`config.mk`:
```
export PLATFORM = sky130hd
export DESIGN_NAME = rr_arb8_ctrl
export DESIGN_NICKNAME = d
export VERILOG_FILES = /design/src/rtl/rr_arb8_pkg.sv /design/src/rtl/dec3to8_case.sv /design/src/rtl/rr_pick8.sv /design/src/rtl/rr_arb8_ctrl.sv
export SDC_FILE = /design/constraint.sdc
export NUM_CORES = 1
export LEC_CHECK = 0
export ABC_AREA = 1
export CORE_ASPECT_RATIO = 2
export CORE_UTILIZATION = 35
export DETAILED_ROUTE_END_ITERATION = 10
export HOLD_SLACK_MARGIN = 0.12
export SLEW_MARGIN = 20
export SYNTH_ARGS = -nofsm -noshare
export SYNTH_HDL_FRONTEND = slang
export SYNTH_SLANG_ARGS = --single-unit
```
`constraint.sdc`:
```
create_clock -name clk -period 2.7 [get_ports clk]
set_input_delay 0.675 -clock clk [delete_from_list [all_inputs] [get_ports clk]]
set_output_delay 0.675 -clock clk [all_outputs]
set_load 0.005 [all_outputs]
```
`src/rtl/rr_arb8_pkg.sv`:
```
// Shared types and sizes for the 8-way round-robin arbiter.
package rr_arb8_pkg;

    localparam int N_REQ = 8;
    localparam int IDX_W = 3;

    // Arbiter control states: no owner, or one owner holding the resource.
    typedef enum logic {
        IDLE  = 1'b0,
        GRANT = 1'b1
    } state_e;

endpackage

```
`src/rtl/dec3to8_case.sv`:
```
// 3-to-8 one-hot decoder with enable; all-zero output while disabled.
module dec3to8_case (
    input  logic [2:0] in_i,
    input  logic       en_i,
    output logic [7:0] out_o
);

    // Decode the index into a single set bit when enabled.
    always_comb begin
        out_o = 8'h00;
        if (en_i) begin
            case (in_i)
                3'd0: out_o = 8'h01;
                3'd1: out_o = 8'h02;
                3'd2: out_o = 8'h04;
                3'd3: out_o = 8'h08;
                3'd4: out_o = 8'h10;
                3'd5: out_o = 8'h20;
                3'd6: out_o = 8'h40;
                3'd7: out_o = 8'h80;
                default: out_o = 8'h00;
            endcase
        end
    end

endmodule

```
`src/rtl/rr_pick8.sv`:
```
// Combinational rotate-priority picker: first set request bit starting at ptr,
// scanning ptr, ptr+1, ... modulo 8.
module rr_pick8
    import rr_arb8_pkg::*;
(
    input  logic [N_REQ-1:0] req,
    input  logic [IDX_W-1:0] ptr,
    output logic             any,
    output logic [IDX_W-1:0] idx
);

    // Scan from the farthest offset down so the nearest set bit to ptr wins last.
    always_comb begin
        any = 1'b0;
        idx = '0;
        for (int k = N_REQ - 1; k >= 0; k--) begin
            if (req[ptr + IDX_W'(k)]) begin
                any = 1'b1;
                idx = ptr + IDX_W'(k);
            end
        end
    end

endmodule

```
`src/rtl/rr_arb8_ctrl.sv`:
```
// Round-robin arbiter for 8 requesters sharing one decoded select bus.
// A grant is held until done, the owner's request drops, or MAX_HOLD cycles
// elapse; every release is followed by one dead cycle and priority rotates to
// the requester after the released owner.
// Optional macro RR_ARB8_LOCK_EN adds a lock input that suppresses the hold
// limit while asserted.
//
// Handshake: req is level-held by each requester; gnt/gnt_idx/gnt_vld are
// registered and change only on clk (or async rst); done is a one-cycle pulse
// from the current owner and is ignored while no grant is active.
module rr_arb8_ctrl
    import rr_arb8_pkg::*;
#(
    parameter int MAX_HOLD = 4,
    parameter int HOLD_W   = 4
) (
    input  logic             clk,
    input  logic             rst,
    input  logic [N_REQ-1:0] req,
    input  logic             done,
`ifdef RR_ARB8_LOCK_EN
    input  logic             lock,
`endif
    output logic [N_REQ-1:0] gnt,
    output logic [IDX_W-1:0] gnt_idx,
    output logic             gnt_vld,
    output logic             timeout,
    output state_e           state_dbg_o
);

    localparam logic [HOLD_W-1:0] MAX_HOLD_C = HOLD_W'(MAX_HOLD);

    state_e             state_q, state_d;
    logic [IDX_W-1:0]   idx_q,   idx_d;
    logic [IDX_W-1:0]   ptr_q,   ptr_d;
    logic [HOLD_W-1:0]  hold_q,  hold_d;
    logic               tmo_q,   tmo_d;

    logic               pick_any;
    logic [IDX_W-1:0]   pick_idx;
    logic               hold_lock;
    logic               rel_done, rel_drop, rel_limit, at_limit;

`ifdef RR_ARB8_LOCK_EN
    assign hold_lock = lock;
`else
    assign hold_lock = 1'b0;
`endif

    rr_pick8 u_pick (
        .req (req),
        .ptr (ptr_q),
        .any (pick_any),
        .idx (pick_idx)
    );

    // Release causes for the current owner; the hold limit is masked by lock.
    always_comb begin
        at_limit  = (hold_q == MAX_HOLD_C);
        rel_done  = done;
        rel_drop  = ~req[idx_q];
        rel_limit = at_limit & ~hold_lock;
    end

    // Next-state logic: grant from IDLE, hold/count or release from GRANT.
    always_comb begin
        state_d = state_q;
        idx_d   = idx_q;
        ptr_d   = ptr_q;
        hold_d  = hold_q;
        tmo_d   = 1'b0;
        case (state_q)
            IDLE: begin
                if (pick_any) begin
                    state_d = GRANT;
                    idx_d   = pick_idx;
                    hold_d  = HOLD_W'(1);
                end
            end
            GRANT: begin
                if (rel_done || rel_drop || rel_limit) begin
                    state_d = IDLE;
                    ptr_d   = idx_q + IDX_W'(1);
                    // Timeout flags only a release caused purely by the limit.
                    tmo_d   = rel_limit & ~rel_done & ~rel_drop;
                end else if (!at_limit) begin
                    hold_d  = hold_q + HOLD_W'(1);
                end
            end
            default: state_d = IDLE;
        endcase
    end

    // State, owner, pointer, hold counter and timeout pulse registers.
    always_ff @(posedge clk or posedge rst) begin
        if (rst) begin
            state_q <= IDLE;
            idx_q   <= '0;
            ptr_q   <= '0;
            hold_q  <= '0;
            tmo_q   <= 1'b0;
        end else begin
            state_q <= state_d;
            idx_q   <= idx_d;
            ptr_q   <= ptr_d;
            hold_q  <= hold_d;
            tmo_q   <= tmo_d;
        end
    end

    assign gnt_vld     = (state_q == GRANT);
    assign gnt_idx     = idx_q;
    assign timeout     = tmo_q;
    assign state_dbg_o = state_q;

    dec3to8_case u_dec (
        .in_i  (idx_q),
        .en_i  (gnt_vld),
        .out_o (gnt)
    );

endmodule

```
Word level (Yosys, flattened, before mapping)
Memory sizes are Yosys's and may differ from the RTL's.
Cells that the tools add are included.
- flip-flop bits (word level): 12
- memory bits (read-only): 64
- input port bits: 11
- output and inout port bits: 14
- logic and storage cells: 82
- memories: 1
- memory list (name ; words ; width ; read ports ; clocked after memory_dff ; write ports ; line ; source):
    (no name shown) ; 8 ; 8 ; 1 ; 0 ; 0 ; dec3to8_case.sv:12 ; case (in_i)
- $add $sub $neg: 9
- order comparisons: 9
- equal/unequal tests: 4
- multiplexer cells: 44
- bitwise logic cells: 5
- reduce and logical (&&, ||, !) cells: 5
- operators by type and width (cell ; count):
    < comparator 3 x 4 -> 1 bit, second input constant ; 9
    binary-select mux 1 bit (select 3 bit) ; 9
    2-to-1 mux 3 bit ; 8
    2-to-1 mux 1 bit ; 21
    adder 3 bit, second input constant ; 4
    2-to-1 mux 4 bit ; 3
    2-to-1 mux 8 bit ; 1
    case mux 4 bit (2 select lines) ; 1
    adder 3 x 1 -> 3 bit, second input constant ; 2
    adder 3 x 2 -> 3 bit, second input constant ; 2
    inequality test 2 bit, second input constant ; 3
    adder 4 x 1 -> 4 bit, second input constant ; 1
    == test 4 x 3 -> 1 bit, second input constant ; 1
    AND reduction 2 bit ; 2
    inverter 1 bit ; 3
    AND reduction 3 bit ; 1
    AND 1 bit ; 2
    logical OR 1 bit ; 2
    case mux 1 bit (2 select lines) ; 1

Longest topological paths before layout
Gate-level depths: netlist of run 1.
- depth in word-level cells: 13
- gate-level depth with buffers: 17
- mapped depth without buffers: 16

Hierarchy
A second synthesis of run 1 with hierarchy kept.
- cell total of the unflattened synthesis: 230
- area, all modules: 1506.4 µm²
- by module, submodules not included (module ; times used ; cells an instance ; area an instance (µm²) ; sequential area each (µm²)):
    rr_pick8 ; 1 ; 122 ; 739.5 ; 0.0
    rr_arb8_ctrl ; 1 ; 91 ; 703.2 ; 300.3
    dec3to8_case ; 1 ; 17 ; 63.8 ; 0.0

Worst setup path before layout of run 1
Ideal clock, no wire load.
- path kind: register to register
- start: register ptr_q[1]
- end: register hold_q[0]
- library setup time: 0.124 ns
- arrival time: 1.894 ns
- data required time: 2.576 ns
- slack: 0.682 ns
- stages on the path, launching flop included: 14
- buffers on the path: 1
- clock period less this slack: 2.018 ns
- cells stage by stage: dfrtp_1 > buf_6 > inv_6 > ha_1 > inv_2 > nand3_1 > nand3_2 > nand2_4 > nor2_4 > nand3_2 > nor3_4 > nor2_4 > nor2_4 > a21oi_1
- word-level cells in the longest chain between the ends: 13
- elaborated cells between the ends (all ways): 33
- those cells by class: add/sub: 7; eq/ne: 1; mux: 24; reduce/logical: 1
- ends and longest elaborated chain (item ; line ; source):
    start, declared ; rr_arb8_ctrl.sv:35 ; logic [IDX_W-1:0] ptr_q, ptr_d;
    start signal, assigned ; rr_arb8_ctrl.sv:105 ; ptr_q <= ptr_d;
    adder 3 bit ; rr_pick8.sv:17 ; if (req[ptr + IDX_W'(k)]) begin
    binary-select mux 1 bit (select 3 bit) ; rr_pick8.sv:17 ;
    2-to-1 mux 1 bit (implied by the code) ; rr_pick8.sv:17 ;
    2-to-1 mux 1 bit (7 in series) ; rr_pick8.sv:17 ;
    2-to-1 mux 1 bit (*) ; rr_pick8.sv:17 ;
    inequality test 2 bit (no source line) (*) ; -- ;
    AND reduction 3 bit (no source line) (*) ; -- ;
    end signal, assigned ; rr_arb8_ctrl.sv:106 ; hold_q <= hold_d;
    end, declared ; rr_arb8_ctrl.sv:36 ; logic [HOLD_W-1:0] hold_q, hold_d;
Every way passes the cells marked *; elsewhere a longest branch is shown, timed or not. The select of a mux whose other input is x is not followed.
A chain may end at the register's enable or synchronous reset.

Worst setup path after layout of run 1
- start: register idx_q[0], in the netlist gnt_idx[0]
- end: output port gnt[4]
- word-level cells in the longest chain between the ends: 2
- ends and longest elaborated chain (item ; line ; source):
    start, declared ; rr_arb8_ctrl.sv:34 ; logic [IDX_W-1:0] idx_q, idx_d;
    start signal, assigned ; rr_arb8_ctrl.sv:104 ; idx_q <= idx_d;
    memory (8 x 8 bit) ; -- ;
    2-to-1 mux 8 bit ; dec3to8_case.sv:11 ; if (en_i) begin
    end, declared ; rr_arb8_ctrl.sv:24 ; output logic [N_REQ-1:0] gnt,
Every way passes these cells.

==> impl_metrics.yaml, run 1 <==
status:
  status: "finished, final reports clean"
placement:
  dpl.hpwl_um: 3519
  gp_congestion: 0.9927
  portBuffers: 24
cts:
  clkLatencyLatePin_ns: 0.24
  clk_pin_slew_ns: 0.06
  clk_path_buf_depth: 2
  cts_resized: 0
  root_buffer: "clkbuf_8"
  ctsHoldBuffers: 0
  h-tree-depth: 1
  cts_setup_buffers: 0
  cts_tree: "built"
  cts_buffers: 3
  cts.sinks: 12
drt:
  antenna_left: 0
  drt_iter0_drc: 42
  vias_per_cell: 4.916
  route.detailed.drc: 0
  firstDrtPassIters: 4
  wl_per_cell_um: 14.48
  wirelength_um: 4285
  vias: 1455
sta:
  relSlewSlack: 0.6829
  finalHoldViolations: 0
  clock_skew_ns: 0.002400
  fin_setup_tns_ns: 0
  max_freq_mhz: 406.9
  slew_violations: 0
  fin_crit_ns: 2.458
  setup_viol: 0
  max_slew.worst_pin.slew_ns: 0.4751
  post-route-period-util: 0.9103
  rsz0062_at_grt: "false"
floorplanning:
  initial_core_util: 0.3672
  die-area_um2: 4306
  core_um2: 3844
  std_cell_rows: 32
  die_w_um: 46.90
  io_pins: 25
  die_h_um: 91.81
logic_synthesis:
  synth_cell_types: 26
  yosys_warnings: 0
  yosysSeqAreaShare: 0.2128
  syn_nets: 236
  syn_inst: 215
  synth_seq_cells: 12
  syn_area_um2: 1411
  postSynthAreaPerCell_um2: 6.564
worst_setup_path:
  r2r_cells: 12
  regToRegEndpoint: "gnt_idx[2]$_DFFE_PP0P_"
  cp.arrival_ns: 1.78
  start_kind: "flop"
  path_class: "flop to primary output"
  endpoint_kind: "primary output"
  reg2reg_from: "ptr_q[1]$_DFFE_PP0P_"
  worstPathRequired_ns: 2.03
  crit_fanout: 7
  crit_path_end: "gnt[4]"
  startpoint: "gnt_idx[0]$_DFFE_PP0P_"
  reg2reg_setup_slack_ns: 0.44
cells_and_area:
  diodes: 0
  layout.nets: 267
  n_fill_cell: 448
  multiInputGateArea_um2: 950.9
  final_cell_mix: "nand2_1, nand3_1, clkdlybuf4s50_1"
  syn2layout_area_growth_pct: 25.89
  final_common_cell: "nand2_1"
  regArea_um2: 300.3
  drive_above_1_share: 0.1755
global_route:
  grt_start_max_net_pins: 13
  overflow: 0
  grt.total_usage: 0.2265
  grt_pass1_wl_um: 7107
  grt_pass1_vias: 1585
  grt_antenna_before_repair: 0
job:
  drv_cap: 0
worst_hold_path:
  hp-class: "flop to flop"
  whs_path_depth: 2
-- state kept, by name, summed over array words and instances (netlist names) --
| name | count |
|---|---|
| hold_q | 4 |
| timeout | 1 |
| gnt_vld | 1 |
| ptr_q | 3 |
| gnt_idx | 3 |
-- stage by stage --
| stage | setup WS, ns | area (um2) | util | cells | hold slack (ns) |
|---|---|---|---|---|---|
| after floorplan | 0.6818 | 1411 | - | 215 | 0.4883 |
| after global placement | 0.1634 | 1722 | 0.4479 | 292 | 0.5225 |
| after detailed placement | 0.1813 | 1722 | 0.4479 | 292 | 0.5236 |
| after CTS | 0.2216 | 1777 | 0.4622 | 296 | 0.5357 |
| after global routing | 0.1362 | 1777 | 0.4622 | 296 | 0.5694 |
| final | 0.2423 | 1777 | 0.4622 | 296 | 0.5332 |
-- cells in the mapped netlist --
cell      instances  area [um2]
clkinv_1          1       3.750
inv_1            19       71.32
nand3_1          31       155.2
a21oi_1          11       55.05
dfrtp_1          12       300.3
inv_6             1       8.760
o21ai_1           2       10.01
inv_2             8       30.03
o21ai_0           7       35.03
xor2_1            3       26.28
nand3_2           9       90.09
nor3_1            2       10.01
nand3b_1          1       7.510
xnor2_1           3       26.28
buf_2             1       5.000
nand2_4           1       11.26
nor3_4            1       16.27
buf_6             3       33.78
buf_4             1       7.510
nand2_2           9       56.30
ha_1             10       125.1
nor2_1           17       63.81
nor2_4            3       33.78
o22ai_1           2       12.51
nand2_1          56       210.2
a31oi_1           1       6.260
-- layout make-up --
type                            instances  share of cell area
Multi-Input combinational cell        169              0.5352
Timing Repair Buffer                   31              0.1648
Sequential cell                        12              0.1690
Inverter                               29             0.06408
Tap cell                               51             0.03592
Clock buffer                            4             0.03099
-- worst max-delay path, cell delays in order (launching register included) --
cell	delay (ns)
dfrtp_1	0.48
inv_1	0.23
ha_1	0.18
inv_1	0.05
nor2_1	0.09
clkdlybuf4s50_1	0.52
-- layer usage --
metal / track usage / up-vias / share of wire
met3: 0.01181 / 6 / 0.015
met5: 0 / - / 0
met4: 0.07857 / 0 / 0.017
met1: 0.2274 / 672 / 0.38
li1: - / 750 / -
met2: 0.4410 / 27 / 0.59
-- kinds of logic (layout without fill, tap and decap cells) --
family          after synthesis  in the layout  share of synthesized area
compound gates               23             23                    0.08422
fa+ha+maj                    10             10                    0.08865
flops                        12             12                     0.2128
xor+xnor                      6              6                    0.03724
simple gates                130            130                     0.4637
buf+inv                      34             64                     0.1135
-- how the worst min path moves through the flow --
stage                                     start               endpoint  slack (ns)
after floorplan           hold_q[1]$_DFFE_PP0P_  hold_q[1]$_DFFE_PP0P_        0.49
after global placement    hold_q[3]$_DFFE_PP0P_  hold_q[3]$_DFFE_PP0P_        0.52
after detailed placement  hold_q[1]$_DFFE_PP0P_  hold_q[1]$_DFFE_PP0P_        0.52
after CTS                 hold_q[1]$_DFFE_PP0P_  hold_q[1]$_DFFE_PP0P_        0.54
after global routing      hold_q[1]$_DFFE_PP0P_  hold_q[1]$_DFFE_PP0P_        0.57
final                     hold_q[1]$_DFFE_PP0P_  hold_q[1]$_DFFE_PP0P_        0.53
Power of run 1 is not shown: default switching activity piles up to over one toggle a cycle in this logic, so the estimate is an artifact.
==> inputs of run 2 (changes only) <==
--- a/config.mk
+++ b/config.mk
@@ -10,7 +10,9 @@
 export CORE_UTILIZATION = 35
 export DETAILED_ROUTE_END_ITERATION = 10
 export HOLD_SLACK_MARGIN = 0.12
+export REMOVE_ABC_BUFFERS = 1
 export SLEW_MARGIN = 20
 export SYNTH_ARGS = -nofsm -noshare
 export SYNTH_HDL_FRONTEND = slang
 export SYNTH_SLANG_ARGS = --single-unit
+export TNS_END_PERCENT = 20
==> run 2 against run 1 <==
  * Core utilization shrank 0.75 points
  * Routed wire length shrank 12%
  * Die area is the same
  * Maximum frequency grew 2.1%
  * Via count shrank 1.5%
==> impl_metrics.yaml, run 2 (synthesized netlist as in run 1, its figures left out) <==
drt:
  vias: 1433
  drt_iter0_drc: 25
  vias_per_cell: 4.891
  route.detailed.drc: 0
  firstDrtPassIters: 5
  wirelength_um: 3778
  antenna_left: 0
  wl_per_cell_um: 12.89
status:
  status: "finished, final reports clean"
sta:
  setup_viol: 0
  clock_skew_ns: 0.0005606
  max_slew.worst_pin.slew_ns: 0.4834
  fin_crit_ns: 2.408
  finalHoldViolations: 0
  relSlewSlack: 0.6778
  slew_violations: 0
  rsz0062_at_grt: "false"
  max_freq_mhz: 415.2
  fin_setup_tns_ns: 0
  post-route-period-util: 0.8919
cells_and_area:
  final_common_cell: "nand2_1"
  diodes: 0
  top_register: "hold_q"
  final_cell_mix: "nand2_1, nand3_1, clkdlybuf4s50_1"
  layout.nets: 265
  largest_reg_flops: 4
  drive_above_1_share: 0.1653
  syn2layout_area_growth_pct: 23.85
cts:
  cts_setup_buffers: 0
  cts_tree: "built"
  cts.sinks: 12
  h-tree-depth: 1
  cts_buffers: 3
  ctsHoldBuffers: 0
  clkLatencyLatePin_ns: 0.24
  clk_path_buf_depth: 2
  clk_pin_slew_ns: 0.05
  root_buffer: "clkbuf_8"
  cts_resized: 0
floorplanning:
  die_w_um: 46.90
  die_h_um: 91.81
  core_um2: 3844
  std_cell_rows: 32
  die-area_um2: 4306
  io_pins: 25
  initial_core_util: 0.3672
worst_setup_path:
  timing.critical_path.mode_cell: "ha_1"
  cp.arrival_ns: 1.73
  cp_top_family: "buffers and inverters"
  slowest_stage: "dfrtp_1"
  reg2reg_setup_slack_ns: 0.36
  crit_fanout: 7
  r2r_cells: 12
  max_stage_delay_ns: 0.50
  cp_num_buf_inv: 2
  path_class: "flop to primary output"
  start_kind: "flop"
  endpoint_kind: "primary output"
  worstPathRequired_ns: 2.03
  regToRegEndpoint: "gnt_idx[2]$_DFFE_PP0P_"
  reg2reg_from: "ptr_q[0]$_DFFE_PP0P_"
  crit_chain: "ha_1 > ha_1 > nand2_1 > inv_1 > clkdlybuf4s50_1"
worst_hold_path:
  hp-class: "flop to flop"
  worstHoldStart: "hold_q[3]$_DFFE_PP0P_"
  whs_path_depth: 2
  hold_end: "hold_q[3]$_DFFE_PP0P_"
placement:
  gp_congestion: 0.7880
  portBuffers: 24
  dpl.hpwl_um: 3155
global_route:
  grt.total_usage: 0.1920
  grt_pass1_wl_um: 6016
  grt_pass1_vias: 1378
  grt_antenna_before_repair: 0
  overflow: 0
  grt_start_max_net_pins: 14
job:
  drv_cap: 0
==> run 2: worst max path at each step <==
stage	start	to	slack, ns	depth (start not counted)
2_1_floorplan	ptr_q[0]$_DFFE_PP0P_	hold_q[0]$_DFFE_PP0P_	0.50	12
3_3_place_gp	req[2]	hold_q[0]$_DFFE_PP0P_	0.19	10
3_5_place_dp	req[2]	hold_q[0]$_DFFE_PP0P_	0.20	10
4_1_cts	gnt_idx[1]$_DFFE_PP0P_	gnt[7]	0.28	5
5_1_grt	gnt_idx[0]$_DFFE_PP0P_	gnt[0]	0.15	5
6_report	gnt_idx[1]$_DFFE_PP0P_	gnt[7]	0.29	5
==> run 2: worst min-delay path, delay by kind of cell (launching register included) <==
family             cells  cell delay [ns]
AOI/OAI and AO/OA      1             0.07
and+or+nand+nor        1             0.06
DFF                    1             0.36
==> run 2: metal layers <==
metal	vias to the layer above	wire length, um	track usage
li1	755	-	-
met3	10	54	0.01181
met1	643	1405	0.1827
met4	0	142	0.09524
met5	-	0	0
met2	25	2176	0.3681
==> run 2: final cells by class <==
class | instances | area [um2]
Inverter | 29 | 113.9
Fill cell | 420 | 2096
Clock buffer | 3 | 41.29
Tap cell | 51 | 63.81
Sequential cell | 12 | 300.3
Timing Repair Buffer | 29 | 277.8
Multi-Input combinational cell | 169 | 950.9
==> run 2: per-stage QoR <==
step                      cells  utilization  cell area [um2]  worst slack [ns]  hold WS, ns
after floorplan             210            -             1365            0.4976       0.4883
after global placement      290       0.4440             1707            0.1943       0.5231
after detailed placement    290       0.4440             1707            0.1953       0.5221
after CTS                   293       0.4548             1748            0.2777       0.5344
after global routing        293       0.4548             1748            0.1546       0.5615
final                       293       0.4548             1748            0.2918       0.5283
Power of run 2 is left out for the same reason.
==> inputs of run 3 (changes only) <==
--- a/config.mk
+++ b/config.mk
@@ -6,10 +6,11 @@
 export NUM_CORES = 1
 export LEC_CHECK = 0
 export ABC_AREA = 1
-export CORE_ASPECT_RATIO = 2
+export CORE_ASPECT_RATIO = 1.4
 export CORE_UTILIZATION = 35
 export DETAILED_ROUTE_END_ITERATION = 10
 export HOLD_SLACK_MARGIN = 0.12
+export PLACE_DENSITY = 0.69
 export REMOVE_ABC_BUFFERS = 1
 export SLEW_MARGIN = 20
 export SYNTH_ARGS = -nofsm -noshare
==> run 3 against run 2 <==
  * Critical path depth unchanged
  * Final cell count fell by 3.4%
  * Setup slack got worse by 0.034 ns
  * Sequential share of layout area rose by 0.19 points
  * Routed wire length down 6.1%
  * Maximum frequency fell by 1.4%
  * Clock-buffer cell count is the same
  * Critical endpoint is now gnt[6]
  * Highest routed layer unchanged
==> impl_metrics.yaml, run 3 (synthesized netlist as in run 1, its figures left out) <==
sta:
  max_slew.worst_pin.slew_ns: 0.4403
  slew_violations: 0
  max_freq_mhz: 409.4
  fin_setup_tns_ns: 0
  rsz0062_at_grt: "false"
  post-route-period-util: 0.9047
  finalHoldViolations: 0
  setup_viol: 0
  clock_skew_ns: 0.005384
  relSlewSlack: 0.7061
  fin_crit_ns: 2.443
cts:
  cts.sinks: 12
  cts_resized: 0
  clk_pin_slew_ns: 0.05
  h-tree-depth: 1
  cts_setup_buffers: 0
  clk_path_buf_depth: 2
  cts_tree: "built"
  root_buffer: "clkbuf_8"
  clkLatencyLatePin_ns: 0.24
  ctsHoldBuffers: 0
  cts_buffers: 3
worst_hold_path:
  whs_path_depth: 2
  hold_end: "hold_q[3]$_DFFE_PP0P_"
  worstHoldStart: "hold_q[3]$_DFFE_PP0P_"
  hp-class: "flop to flop"
cells_and_area:
  layout.nets: 264
  diodes: 0
  final_cell_mix: "nand2_1, nand3_1, clkdlybuf4s50_1"
  final_common_cell: "nand2_1"
  top_register: "hold_q"
  largest_reg_flops: 4
  drive_above_1_share: 0.1618
  syn2layout_area_growth_pct: 22.52
  n_fill_cell: 378
global_route:
  grt_pass1_wl_um: 6237
  grt.total_usage: 0.1802
  overflow: 0
  grt_start_max_net_pins: 14
  grt_pass1_vias: 1392
  grt_antenna_before_repair: 0
drt:
  wirelength_um: 3548
  antenna_left: 0
  vias: 1441
  drt_iter0_drc: 67
  firstDrtPassIters: 4
  vias_per_cell: 5.092
  route.detailed.drc: 0
  wl_per_cell_um: 12.54
worst_setup_path:
  startpoint: "gnt_idx[0]$_DFFE_PP0P_"
  reg2reg_setup_slack_ns: 0.47
  worstPathRequired_ns: 2.03
  crit_fanout: 10
  regToRegEndpoint: "hold_q[0]$_DFFE_PP0P_"
  endpoint_kind: "primary output"
  cp.arrival_ns: 1.77
  path_class: "flop to primary output"
  reg2reg_from: "ptr_q[1]$_DFFE_PP0P_"
  start_kind: "flop"
  r2r_cells: 12
floorplanning:
  die-area_um2: 4294
  std_cell_rows: 26
  io_pins: 25
  initial_core_util: 0.3773
  die_w_um: 55.67
  core_um2: 3741
  die_h_um: 77.14
placement:
  dpl.hpwl_um: 2992
  gp_congestion: 0.8716
  portBuffers: 24
status:
  status: "finished, final reports clean"
job:
  drv_cap: 0
==> run 3: cell types whose count changed in the layout (fill, tap and decap cells not counted), sizes merged <==
cell and delta:
buf -1
==> run 3: through the flow <==
| stage | instances | util | cell area [um2] | setup WS, ns | hold WS, ns |
|---|---|---|---|---|---|
| 2_1_floorplan | 210 | - | 1365 | 0.4976 | 0.4883 |
| 3_3_place_gp | 280 | 0.4512 | 1688 | 0.1979 | 0.5156 |
| 3_5_place_dp | 280 | 0.4512 | 1688 | 0.1702 | 0.5177 |
| 4_1_cts | 283 | 0.4622 | 1729 | 0.2229 | 0.5286 |
| 5_1_grt | 283 | 0.4622 | 1729 | 0.1423 | 0.5881 |
| 6_report | 283 | 0.4622 | 1729 | 0.2573 | 0.5259 |
==> run 3: final cells by class <==
class                   count  area (um2)  share of cell area
multi-input cells         169       950.9              0.5499
flip-flops and latches     12       300.3              0.1737
repair buffers             28       270.3              0.1563
inverters                  29       113.9             0.06585
well taps                  42       52.55             0.03039
clock buffers               3       41.29             0.02388
==> run 3: per-layer routing <==
layer	GRT usage	up-vias	wire length (um)
li1	-	747	-
met1	0.2161	648	1533
met2	0.3108	32	1797
met3	0.01855	14	87
met4	0.09750	0	129
met5	0	-	0
==> run 3: worst max-delay path, stage by stage, from the launching register on <==
cell	delay [ns]
dfrtp_1	0.48
inv_1	0.21
ha_1	0.17
inv_1	0.05
nor2_1	0.11
clkdlybuf4s50_1	0.51
==> run 3: worst max path at each step <==
| stage | to | slack [ns] | cells past startpoint |
|---|---|---|---|
| global route | gnt[7] | 0.14 | 5 |
| global placement | hold_q[0]$_DFFE_PP0P_ | 0.20 | 10 |
| finish | gnt[6] | 0.26 | 5 |
| detailed placement | hold_q[0]$_DFFE_PP0P_ | 0.17 | 10 |
| CTS | gnt[7] | 0.22 | 5 |
| floorplan | hold_q[0]$_DFFE_PP0P_ | 0.50 | 12 |
Power of run 3 is left out for the same reason.
